[config.mk]
export PLATFORM = sky130hd
export DESIGN_NAME = mix_columns_seq
export DESIGN_NICKNAME = d
export VERILOG_FILES = /design/src/rtl/aes_pkg.sv /design/src/rtl/mult.sv /design/src/rtl/mix_columns_seq.sv
export SDC_FILE = /design/constraint.sdc
export NUM_CORES = 1
export LEC_CHECK = 0
export ABC_CLOCK_PERIOD_IN_PS = 2000
export CORE_MARGIN = 2
export CORE_UTILIZATION = 47
export DETAILED_ROUTE_END_ITERATION = 6
export PLACE_DENSITY = 0.76
export SLEW_MARGIN = 20
export SYNTH_ARGS = -nofsm -noshare
export SYNTH_HDL_FRONTEND = slang
export SYNTH_SLANG_ARGS = --single-unit
[constraint.sdc]
create_clock -name clk -period 2 [get_ports clk]
set_clock_uncertainty 0.1 [all_clocks]
set_input_delay 0.4 -clock clk [delete_from_list [all_inputs] [get_ports clk]]
set_output_delay 0.4 -clock clk [all_outputs]
set_load 0.01 [all_outputs]
[src/rtl/aes_pkg.sv]
// Shared AES constants: GF(2^8) multiplier select codes, the MixColumns
// state encoding, and the forward/inverse coefficient rows. Also holds the
// helpers that turn a (row, column) position into a coefficient and select.
package aes_pkg;

    // Select codes understood by the mult GF(2^8) multiplier
    localparam logic [2:0] SEL_X2  = 3'b000;
    localparam logic [2:0] SEL_X3  = 3'b001;
    localparam logic [2:0] SEL_X09 = 3'b010;
    localparam logic [2:0] SEL_X0B = 3'b011;
    localparam logic [2:0] SEL_X0D = 3'b100;
    localparam logic [2:0] SEL_X0E = 3'b101;

    // Column engine states
    localparam logic [1:0] ST_IDLE = 2'd0;
    localparam logic [1:0] ST_CALC = 2'd1;
    localparam logic [1:0] ST_DONE = 2'd2;

    // First matrix row, most significant byte is column 0
    localparam logic [31:0] FWD_ROW = 32'h02_03_01_01;
    localparam logic [31:0] INV_ROW = 32'h0E_0B_0D_09;

    // Multiply by x modulo x^8 + x^4 + x^3 + x + 1
    function automatic logic [7:0] xtime(input logic [7:0] v);
        return {v[6:0], 1'b0} ^ (v[7] ? 8'h1B : 8'h00);
    endfunction

    // Coefficient for output row r, input column c: the base row rotated
    // right by r, so the entry used is base[(c - r) mod 4]
    function automatic logic [7:0] row_coef(input logic [31:0] row,
                                            input logic [1:0]  r,
                                            input logic [1:0]  c);
        logic [1:0] idx;
        logic [7:0] coef;
        idx = c - r;
        case (idx)
            2'd0:    coef = row[31:24];
            2'd1:    coef = row[23:16];
            2'd2:    coef = row[15:8];
            default: coef = row[7:0];
        endcase
        return coef;
    endfunction

    // Map a coefficient byte to a multiplier select (01 is bypassed outside)
    function automatic logic [2:0] coef_sel(input logic [7:0] coef);
        logic [2:0] sel;
        case (coef)
            8'h03:   sel = SEL_X3;
            8'h09:   sel = SEL_X09;
            8'h0B:   sel = SEL_X0B;
            8'h0D:   sel = SEL_X0D;
            8'h0E:   sel = SEL_X0E;
            default: sel = SEL_X2;
        endcase
        return sel;
    endfunction

endpackage

[src/rtl/mult.sv]
// GF(2^8) constant multiplier (polynomial 0x11B) for the MixColumns
// coefficient set. The select picks which constant multiplies the byte.
module mult
    import aes_pkg::*;
(
    input  logic [7:0] a,
    input  logic [2:0] sel,
    output logic [7:0] p
);

    logic [7:0] x2;
    logic [7:0] x4;
    logic [7:0] x8;

    assign x2 = xtime(a);
    assign x4 = xtime(x2);
    assign x8 = xtime(x4);

    // Combine the power-of-two multiples for the selected constant
    always_comb begin
        p = x2;
        case (sel)
            SEL_X2:  p = x2;
            SEL_X3:  p = x2 ^ a;
            SEL_X09: p = x8 ^ a;
            SEL_X0B: p = x8 ^ x2 ^ a;
            SEL_X0D: p = x8 ^ x4 ^ a;
            SEL_X0E: p = x8 ^ x4 ^ x2;
            default: p = x2;
        endcase
    end

endmodule

[src/rtl/mix_columns_seq.sv]
// Sequential AES (Inv)MixColumns: one output byte per cycle, four cycles
// per column, with a valid/ready handshake on both sides.
// Optional feature: define MIX_COLUMNS_INV_EN to enable inverse mode; without
// it the inv input is ignored and only forward coefficients reach the
// multipliers, so the inverse paths are constant-folded away.
module mix_columns_seq
    import aes_pkg::*;
#(
    parameter int ROWS = 4
) (
    input  logic        clk,
    input  logic        rst_n,
    input  logic        in_valid,
    output logic        in_ready,
    input  logic [31:0] col_in,
    input  logic        inv,
    output logic        out_valid,
    input  logic        out_ready,
    output logic [31:0] col_out
);

    logic [1:0]  state_reg;
    logic [1:0]  r_reg;
    logic [31:0] a_reg;
    logic [31:0] col_out_reg;
    logic        inv_reg;
    logic [31:0] row_base;
    logic [7:0]  term [4];
    logic [7:0]  b_next;

`ifdef MIX_COLUMNS_INV_EN
    // Capture the mode together with the operand on the accept edge
    always_ff @(posedge clk or negedge rst_n) begin
        if (!rst_n)
            inv_reg <= 1'b0;
        else if (state_reg == ST_IDLE && in_valid)
            inv_reg <= inv;
    end
    assign row_base = inv_reg ? INV_ROW : FWD_ROW;
`else
    logic unused_inv;
    assign unused_inv = inv;
    assign inv_reg    = 1'b0;
    assign row_base   = FWD_ROW;
`endif

    // One multiplier per input byte; coefficient 01 bypasses its multiplier
    generate
        for (genvar gi = 0; gi < 4; gi++) begin : g_byte
            logic [7:0] coef;
            logic [7:0] prod;
            logic [7:0] a_byte;

            assign a_byte = a_reg[31 - 8*gi -: 8];
            assign coef   = row_coef(row_base, r_reg, 2'(gi));

            mult u_mult (
                .a   (a_byte),
                .sel (coef_sel(coef)),
                .p   (prod)
            );

            assign term[gi] = (coef == 8'h01) ? a_byte : prod;
        end
    endgenerate

    assign b_next = term[0] ^ term[1] ^ term[2] ^ term[3];

    // Handshake FSM: accept in IDLE, produce one byte per CALC cycle,
    // hold the result in DONE until the downstream takes it
    always_ff @(posedge clk or negedge rst_n) begin
        if (!rst_n) begin
            state_reg   <= ST_IDLE;
            r_reg       <= 2'd0;
            a_reg       <= 32'd0;
            col_out_reg <= 32'd0;
        end else begin
            case (state_reg)
                ST_IDLE: begin
                    if (in_valid) begin
                        a_reg     <= col_in;
                        r_reg     <= 2'd0;
                        state_reg <= ST_CALC;
                    end
                end
                ST_CALC: begin
                    case (r_reg)
                        2'd0:    col_out_reg[31:24] <= b_next;
                        2'd1:    col_out_reg[23:16] <= b_next;
                        2'd2:    col_out_reg[15:8]  <= b_next;
                        default: col_out_reg[7:0]   <= b_next;
                    endcase
                    r_reg <= r_reg + 2'd1;
                    if (r_reg == 2'(ROWS - 1))
                        state_reg <= ST_DONE;
                end
                ST_DONE: begin
                    if (out_ready)
                        state_reg <= ST_IDLE;
                end
                default: state_reg <= ST_IDLE;
            endcase
        end
    end

    assign in_ready  = (state_reg == ST_IDLE);
    assign out_valid = (state_reg == ST_DONE);
    assign col_out   = col_out_reg;

endmodule

# Yosys cells after proc, flatten, opt, wreduce, memory -nomap -nowiden
# Cells that the tools add are included.
totals:
  register_bits: 68
  in_bits: 37
  out_inout_bits: 34
  wordCells: 161
classes:
  n_addsub: 5
  n_eq_ne: 56
  muxes: 34
  n_bitwise: 44
  n_reduce_logical: 15
ops:
  columns: ["op", "n"]
  rows:
  - ["XOR 8 bit", 43]
  - ["one-hot mux 8 bit (5 select lines)", 4]
  - ["== test 8 x 4 -> 1 bit (second input constant)", 16]
  - ["two-way mux 5 bit", 12]
  - ["one-hot mux 3 bit (5 select lines)", 4]
  - ["== test 8 x 1 -> 1 bit (second input constant)", 4]
  - ["== test 8 x 2 -> 1 bit (second input constant)", 4]
  - ["two-way mux 8 bit", 4]
  - ["== test 3 x 2 -> 1 bit (second input constant)", 8]
  - ["== test 3 bit (second input constant)", 8]
  - ["one-hot mux 2 bit (2 select lines)", 5]
  - ["== test 2 x 1 -> 1 bit (second input constant)", 6]
  - ["== test 3 x 1 -> 1 bit (second input constant)", 4]
  - ["logical NOT 2 bit", 6]
  - ["AND reduction 2 bit", 6]
  - ["two-way mux 2 bit", 4]
  - ["== test 2 bit (second input constant)", 3]
  - ["one-hot mux 2 bit (3 select lines)", 1]
  - ["inequality test 2 bit (second input constant)", 2]
  - ["subtractor 1 x 2 -> 2 bit (first input constant)", 2]
  - ["subtractor 2 bit (first input constant)", 2]
  - ["AND reduction 3 bit", 1]
  - ["OR reduction 3 bit", 1]
  - ["adder 2 x 1 -> 2 bit (second input constant)", 1]
  - ["3 further kinds", 3]

# Depth between registers and ports, before layout
# Gate-level depths: netlist of the first run.
logic_depth:
  depth_word: 13
  mapped_depth: 9
  mapped_depth_nobuf: 8

# By module
# Synthesis of the first run repeated with hierarchy kept, for this count alone.
hier_totals:
  hier_cells: 924
  hier_area_um2: 7733.7
modules_own_cells:
  columns: ["module", "instances", "cells_each", "area_each_um2", "seq_area_each_um2"]
  rows:
  - ["mult", 4, 163, 1124.8, 0.0]
  - ["mix_columns_seq", 1, 272, 3234.4, 1701.6]

# Worst setup path after synthesis of the first run
# No wires, ideal clock.
synth_path:
  path_type: "register to register"
  start: "register r_reg[0]"
  end: "register col_out_reg[17], in the netlist col_out[17]"
  setup_ns: 0.126
  arrival_ns: 1.833
  t_required_ns: 1.774
  path_slack_ns: -0.060
  path_stages_with_launch: 10
  path_buffers: 1
  synth_period_minus_slack_ns: 2.060
  cell_sequence: "dfrtp_1 -> inv_1 -> ha_1 -> or2_1 -> buf_4 -> o21ai_1 -> nor3_2 -> xor2_2 -> xnor2_2 -> o21ai_1"
synth_via:
  elab_chain_cells: 11
  word_cells_on_any_way: 77
  classes_between: "add/sub (4); eq/ne (49); mux (16); bitwise (3); reduce/logical (5)"
synth_rtl:
  columns: ["item", "line_no", "text"]
  rows:
  - ["from (decl)", "mix_columns_seq.sv:23", "logic [1:0] r_reg;"]
  - ["from (signal assigned)", "mix_columns_seq.sv:93", "r_reg <= r_reg + 2'd1;"]
  - ["subtractor 1 x 2 -> 2 bit", "aes_pkg.sv:35", "idx = c - r;"]
  - ["== test 2 x 1 -> 1 bit / logical NOT 2 bit (equally long branches)", "aes_pkg.sv:36", "case (idx)"]
  - ["one-hot mux 2 bit (2 select lines)", "aes_pkg.sv:36", null]
  - ["== test 8 x 4 -> 1 bit / == test 8 x 2 -> 1 bit (equally long branches)", "aes_pkg.sv:48", "case (coef)"]
  - ["one-hot mux 3 bit (5 select lines)", "aes_pkg.sv:48", null]
  - ["== test 3 bit, or another cell as far along", "mult.sv:22", "case (sel)"]
  - ["one-hot mux 8 bit (5 select lines)", "mult.sv:22", null]
  - ["two-way mux 8 bit", "mix_columns_seq.sv:63", "assign term[gi] = (coef == 8'h01) ? a_byte : prod;"]
  - ["XOR 8 bit (3 in a row)", "mix_columns_seq.sv:67", "assign b_next = term[0] ^ term[1] ^ term[2] ^ term[3];"]
  - ["to (signal assigned)", "mix_columns_seq.sv:89", "2'd1: col_out_reg[23:16] <= b_next;"]
  - ["to (decl)", "mix_columns_seq.sv:25", "logic [31:0] col_out_reg;"]
# Parallel ways exist; a longest one is shown, timed or not.
# A chain may end at the register's enable or synchronous reset.

# Worst setup path in the final report of the first run
layout_path:
  start: "register r_reg[0]"
  end: "register col_out_reg[22], in the netlist col_out[22]"
# Same word-level chain as after synthesis.

==> results of run 1 <==
cells by family after synthesis:
kind of cell | share of synthesized area
AOI/OAI and AO/OA | 0.119
xor gates and xnor gates | 0.136
adders and majority gates | 0.0206
buffers and inverters | 0.0350
and+or+nand+nor | 0.118
muxes | 0.104
DFF | 0.467
cells in the mapped netlist, drive strengths merged, types with 2 or more instances:
master / instances / area [µm²]
ha: 6 / 75.1
and3: 6 / 42.5
or2: 3 / 18.8
dfrtp: 68 / 1700
o21bai: 2 / 15.0
nor2b: 2 / 12.5
mux2i: 2 / 20.0
xor2: 12 / 120
nand2: 65 / 244
nand3: 5 / 25.0
inv: 4 / 15.0
o21ai: 47 / 235
o211ai: 2 / 20.0
buf: 18 / 105
mux2: 32 / 360
a211oi: 4 / 47.5
nor2: 11 / 43.8
xnor2: 41 / 374
a22o: 2 / 17.5
a21oi: 8 / 43.8
a21boi: 2 / 15.0
nand2b: 2 / 12.5
clkbuf: 2 / 7.51
final cells by class:
type	instances	area (µm²)	share of cell area
clock buffer	10	128	0.0243
clock inverter	5	30.0	0.00573
inverter	4	17.5	0.00334
multi-input combinational	262	2180	0.416
sequential	68	1700	0.325
tap	102	128	0.0243
timing repair buffer	105	1050	0.201
per-layer routing:
layer	vias up	share of wire
met2	94	0.50
met1	1399	0.42
li1	1393	-
met5	-	0
met4	0	0.031
met3	21	0.044
worst min-delay path, delay by kind of cell, from the launching register on:
family,cells,cell delay (ns)
DFF,1,0.35
and+or+nand+nor,1,0.05
AOI/OAI and AO/OA,1,0.06
path summary, 6_finish.rpt:
| kind | to | depth (start not counted) | slack (ns) | start |
|---|---|---|---|---|
| max in group asynchronous | state_reg[0]$_DFFE_PN0P_ | 3 | 0.99 | rst_n |
| hold / removal | col_out[19]$_DFFE_PN0P_ | 2 | 0.39 | col_out[19]$_DFFE_PN0P_ |
| setup / recovery | col_out[22]$_DFFE_PN0P_ | 9 | -0.26 | r_reg[0]$_DFFE_PN0P_ |
| min in group asynchronous | state_reg[1]$_DFFE_PN0P_ | 3 | 0.48 | rst_n |
| setup reg to reg | col_out[22]$_DFFE_PN0P_ | 9 | -0.26 | r_reg[0]$_DFFE_PN0P_ |
| hold reg to reg | col_out[19]$_DFFE_PN0P_ | 2 | 0.39 | col_out[19]$_DFFE_PN0P_ |
stage by stage:
step	setup slack [ns]	std cells	TNS (ns)	hold WS [ns]
finish	-0.262	556	-4.84	0.387
global route	-0.358	556	-7.68	0.427
CTS	-0.225	553	-3.88	0.388
detailed placement	-0.395	535	-9.79	0.346
global placement	-0.275	535	-6.81	0.344
floorplan	0.00315	354	0	0.00441
repair_timing:
action / 4_1_cts / 5_1_grt
setup endpoints to repair: 33 / 34
pin swaps: 38 / 29
hold buffers: 1 / 0
setup buffers: 1 / 3
hold endpoints to repair: 68 / 0
gates cloned: 1 / 0
gates resized for setup: 65 / 41
==> impl_metrics.env, run 1 <==
export IMPL_arrival_ns=2.38
export IMPL_cts_root_buf="clkbuf_8"
export IMPL_tightest_slew_ns=0.568
export IMPL_grtUsageMet1=0.252
export IMPL_cp_top_family="compound AO/OA/AOI/OAI gates"
export IMPL_final_nets=493
export IMPL_wirelength_um=8730
export IMPL_grt_max_degree=69
export IMPL_cts_num_sinks=68
export IMPL_vias=2907
export IMPL_setup_ws_ns=-0.262
export IMPL_async_flop_share=1.00
export IMPL_cp_max_fo=6
export IMPL_critical_path_max_stage_delay_ns=0.47
export IMPL_hold_viol_final=0
export IMPL_cts_tree="yes"
export IMPL_port_buffers=69
export IMPL_use_met2=0.357
export IMPL_area_growth_pct=43.9
export IMPL_grtUsageTotal=0.207
export IMPL_post_route_util=0.689
export IMPL_chipWidth_um=92.0
export IMPL_grt_met3_usage=0.0419
export IMPL_post_route_period_util=1.13
export IMPL_synth_seq_area_share=0.467
export IMPL_layout_common_cells="66 x dfrtp_1, 66 x clkdlybuf4s50_1, 62 x nand2_1"
export IMPL_clk_path_buf_depth=2
export IMPL_wl_per_cell_um=15.7
export IMPL_cts_clk_slew_worst_paths_ns=0.07
export IMPL_maxCapViolCount=0
export IMPL_fin_crit_ns=2.26
export IMPL_grt_ovfl_total=0
export IMPL_antennaDiodeCount=0
export IMPL_path_buf_inv=3
export IMPL_start_util=0.479
export IMPL_drt_iter0_drc=130
export IMPL_layout_drive_gt1_share=0.328
export IMPL_max_freq_ghz=0.442
export IMPL_cts_buffers=9
export IMPL_coreArea_um2=7610
export IMPL_startpoint_type="flop"
export IMPL_syn_nets=397
export IMPL_cts_max_level=3
export IMPL_die_area_um2=8470
export IMPL_hold_class="flop to flop"
export IMPL_grt_pass1_vias=2879
export IMPL_clk_latency_ns=0.35
export IMPL_violations="negative setup slack"
export IMPL_grt_pass1_wl_um=13700
export IMPL_synthDistinctLibCells=44
export IMPL_critPathMostFrequentCell="o21ai_0"
export IMPL_rsz0062_at_grt="yes"
export IMPL_route_detailed_drc=0
export IMPL_slew_violations=0
export IMPL_status="finished, violations left"
export IMPL_row_count=32
export IMPL_postRouteAntennaNets=0
export IMPL_pin_count=71
export IMPL_ys_warn_count=0
export IMPL_synth_seq_cells=68
export IMPL_path_class="flop to flop"
export IMPL_antenna_found_initial=0
export IMPL_drtPass1Iterations=6
export IMPL_worstPathCellList="inv_4 -> ha_4 -> buf_8 -> buf_4 -> o211ai_1 -> o21ai_0 -> o21ai_0 -> xnor2_2 -> o21ai_1"
export IMPL_synth_cells=354
export IMPL_dieHeight_um=92.0
export IMPL_hpwl_um=5910
export IMPL_synth_top_flop_cell="dfrtp_1"
export IMPL_gp_congestion=0.873
export IMPL_nFillCells=553
export IMPL_synth_area_per_cell_um2=10.3
export IMPL_relSlewSlack=0.620
export IMPL_end_kind="flop"
export IMPL_place_area_um2=4610
export IMPL_synth_edf_count=0
export IMPL_busiest_layer="met2"
export IMPL_crit_required_ns=2.12
export IMPL_via_per_inst=5.23
export IMPL_critPathSlowestCell="dfrtp_2"
export IMPL_syn_area_um2=3640
export IMPL_fin_area_um2=5240
export IMPL_setup_viol_count_final=32
Power of run 1 is left out: the tool's default activity adds up to more than one toggle a clock period on the data nets, which glitch-free logic cannot reach.
==> run 2, diff against run 1 <==
--- a/config.mk
+++ b/config.mk
@@ -5,11 +5,13 @@
 export SDC_FILE = /design/constraint.sdc
 export NUM_CORES = 1
 export LEC_CHECK = 0
-export ABC_CLOCK_PERIOD_IN_PS = 2000
+export ABC_CLOCK_PERIOD_IN_PS = 2300
 export CORE_MARGIN = 2
-export CORE_UTILIZATION = 47
+export CORE_UTILIZATION = 52
 export DETAILED_ROUTE_END_ITERATION = 6
-export PLACE_DENSITY = 0.76
+export GPL_TIMING_DRIVEN = 1
+export PLACE_DENSITY = 0.8
+export SKIP_CTS_REPAIR_TIMING = 1
 export SLEW_MARGIN = 20
 export SYNTH_ARGS = -nofsm -noshare
 export SYNTH_HDL_FRONTEND = slang
==> constraint.sdc (replaced) <==
create_clock -name clk -period 2.3 [get_ports clk]
set_clock_uncertainty 0.1 [all_clocks]
set_input_delay 0.46 -clock clk [delete_from_list [all_inputs] [get_ports clk]]
set_output_delay 0.46 -clock clk [all_outputs]
set_load 0.01 [all_outputs]
==> run 2 against run 1 <==
  * Sequential cell count did not move
  * Largest cell class unchanged
  * Critical endpoint unchanged
  * Routed wire length decreased by 12%
  * Global-route usage is 0.73 points higher
  * The run now ends clean
  * Critical path type unchanged
  * Non-clock buffer count decreased by 18
  * First-iteration DRC count decreased by 31%
==> impl_metrics.env, run 2 (synthesis gave the netlist of run 1 again) <==
export IMPL_gp_congestion=0.945
export IMPL_dieHeight_um=87.7
export IMPL_critical_path_max_stage_delay_ns=0.44
export IMPL_dr_wl_met2_um=3990
export IMPL_reg2regPathDepth=8
export IMPL_status="finished clean"
export IMPL_cts_buffers=9
export IMPL_end_kind="flop"
export IMPL_max_freq_ghz=0.445
export IMPL_wl_met1_um=3180
export IMPL_rsz0062_at_grt="yes"
export IMPL_fin_crit_ns=2.25
export IMPL_cp_max_fo=5
export IMPL_slew_violations=0
export IMPL_post_route_util=0.704
export IMPL_reg2reg_from="r_reg[0]$_DFFE_PN0P_"
export IMPL_post_route_period_util=0.977
export IMPL_final_nets=475
export IMPL_wl_per_cell_um=14.4
export IMPL_antennaDiodeCount=0
export IMPL_hold_class="input pin to async pin"
export IMPL_maxCapViolCount=0
export IMPL_via_per_inst=5.20
export IMPL_chipWidth_um=87.7
export IMPL_cts_max_level=3
export IMPL_crit_required_ns=2.42
export IMPL_grt_ovfl_total=0
export IMPL_grt_max_degree=69
export IMPL_drt_iter0_drc=90
export IMPL_row_count=30
export IMPL_nFillCells=510
export IMPL_die_area_um2=7690
export IMPL_path_class="flop to flop"
export IMPL_grt_pass1_wl_um=12600
export IMPL_vias=2772
export IMPL_seq_area_um2=1700
export IMPL_worstPathCellList="buf_4 -> ha_1 -> o21a_1 -> o221ai_2 -> xor2_1 -> xnor2_1 -> xnor2_2 -> o21ai_1"
export IMPL_hold_viol_final=0
export IMPL_layout_common_cells="68 x clkdlybuf4s50_1, 67 x dfrtp_1, 65 x nand2_1"
export IMPL_route_detailed_drc=0
export IMPL_coreArea_um2=6790
export IMPL_drtPass1Iterations=4
export IMPL_multiInputGateArea_um2=1890
export IMPL_relSlewSlack=0.650
export IMPL_layout_drive_gt1_share=0.208
export IMPL_dr_wl_met3_um=381
export IMPL_setup_viol_count_final=0
export IMPL_postRouteAntennaNets=0
export IMPL_arrival_ns=2.37
export IMPL_clk_latency_ns=0.34
export IMPL_area_growth_pct=31.4
export IMPL_grtUsageTotal=0.214
export IMPL_cts_tree="yes"
export IMPL_antenna_found_initial=0
export IMPL_dr_max_layer_used="met4"
export IMPL_cts_root_buf="clkbuf_8"
export IMPL_final_common_cell="clkdlybuf4s50_1"
export IMPL_start_util=0.536
export IMPL_cts_num_sinks=68
export IMPL_reg2reg_to="col_out[22]$_DFFE_PN0P_"
export IMPL_pin_count=71
export IMPL_clk_path_buf_depth=2
export IMPL_wirelength_um=7670
export IMPL_hpwl_um=5760
export IMPL_critPathSlowestCell="dfrtp_2"
export IMPL_cts_clk_slew_worst_paths_ns=0.07
export IMPL_grt_pass1_vias=2633
export IMPL_tightest_slew_ns=0.524
export IMPL_startpoint_type="flop"
export IMPL_port_buffers=69
export IMPL_ff2ff_setup_slack_ns=0.05
==> run 2: cell types whose count changed in the layout (fill, tap and decap cells not counted), moves of 3 or more <==
cell / change
o21ai_0: +20
xnor2_1: +15
xnor2_2: -14
o21ai_1: -12
buf_6: -8
o21ai_2: -8
buf_4: -7
a21oi_1: +3
nand2_1: +3
nand2_4: -3
==> run 2: worst max path at each step <==
stage	cells past startpoint	startpoint	slack, ns	endpoint
after CTS	8	r_reg[0]$_DFFE_PN0P_	-0.08	col_out[31]$_DFFE_PN0P_
after detailed placement	8	r_reg[0]$_DFFE_PN0P_	-0.08	col_out[31]$_DFFE_PN0P_
after global routing	8	r_reg[0]$_DFFE_PN0P_	-0.03	col_out[6]$_DFFE_PN0P_
after global placement	9	r_reg[1]$_DFFE_PN0P_	0.02	col_out[7]$_DFFE_PN0P_
after floorplan	9	r_reg[0]$_DFFE_PN0P_	0.24	col_out[17]$_DFFE_PN0P_
final	8	r_reg[0]$_DFFE_PN0P_	0.05	col_out[22]$_DFFE_PN0P_
==> run 2: layer usage <==
layer / up-vias / global-route usage
li1: 1353 / -
met1: 1322 / 0.262
met2: 84 / 0.376
met3: 13 / 0.0509
met4: 0 / 0.0629
met5: - / 0
==> run 2: worst max-delay path: cells and delay by family, from the launching register on <==
family	cells	cell delay, ns
compound gates	3	0.55
fa+ha+maj	1	0.26
flops	1	0.44
buf+inv	1	0.15
xor+xnor	3	0.63
==> run 2: cell type report <==
class / instances / area share
multi-input combinational: 262 / 0.395
sequential: 68 / 0.356
timing repair buffer: 87 / 0.179
clock buffer: 10 / 0.0288
tap: 96 / 0.0251
clock inverter: 6 / 0.0131
inverter: 4 / 0.00314
==> run 2: stage by stage <==
step / hold WS [ns] / setup WS, ns / TNS [ns] / cell area, µm² / cells
2_1_floorplan: 0.0644 / 0.240 / 0 / 3640 / 354
3_3_place_gp: 0.362 / 0.0208 / 0 / 4490 / 514
3_5_place_dp: 0.375 / -0.0815 / -0.632 / 4490 / 514
4_1_cts: 0.0277 / -0.0785 / -0.648 / 4690 / 530
5_1_grt: 0.0498 / -0.0287 / -0.0911 / 4790 / 533
6_report: 0.0180 / 0.0521 / 0 / 4790 / 533
Power of run 2 is left out for the same reason.
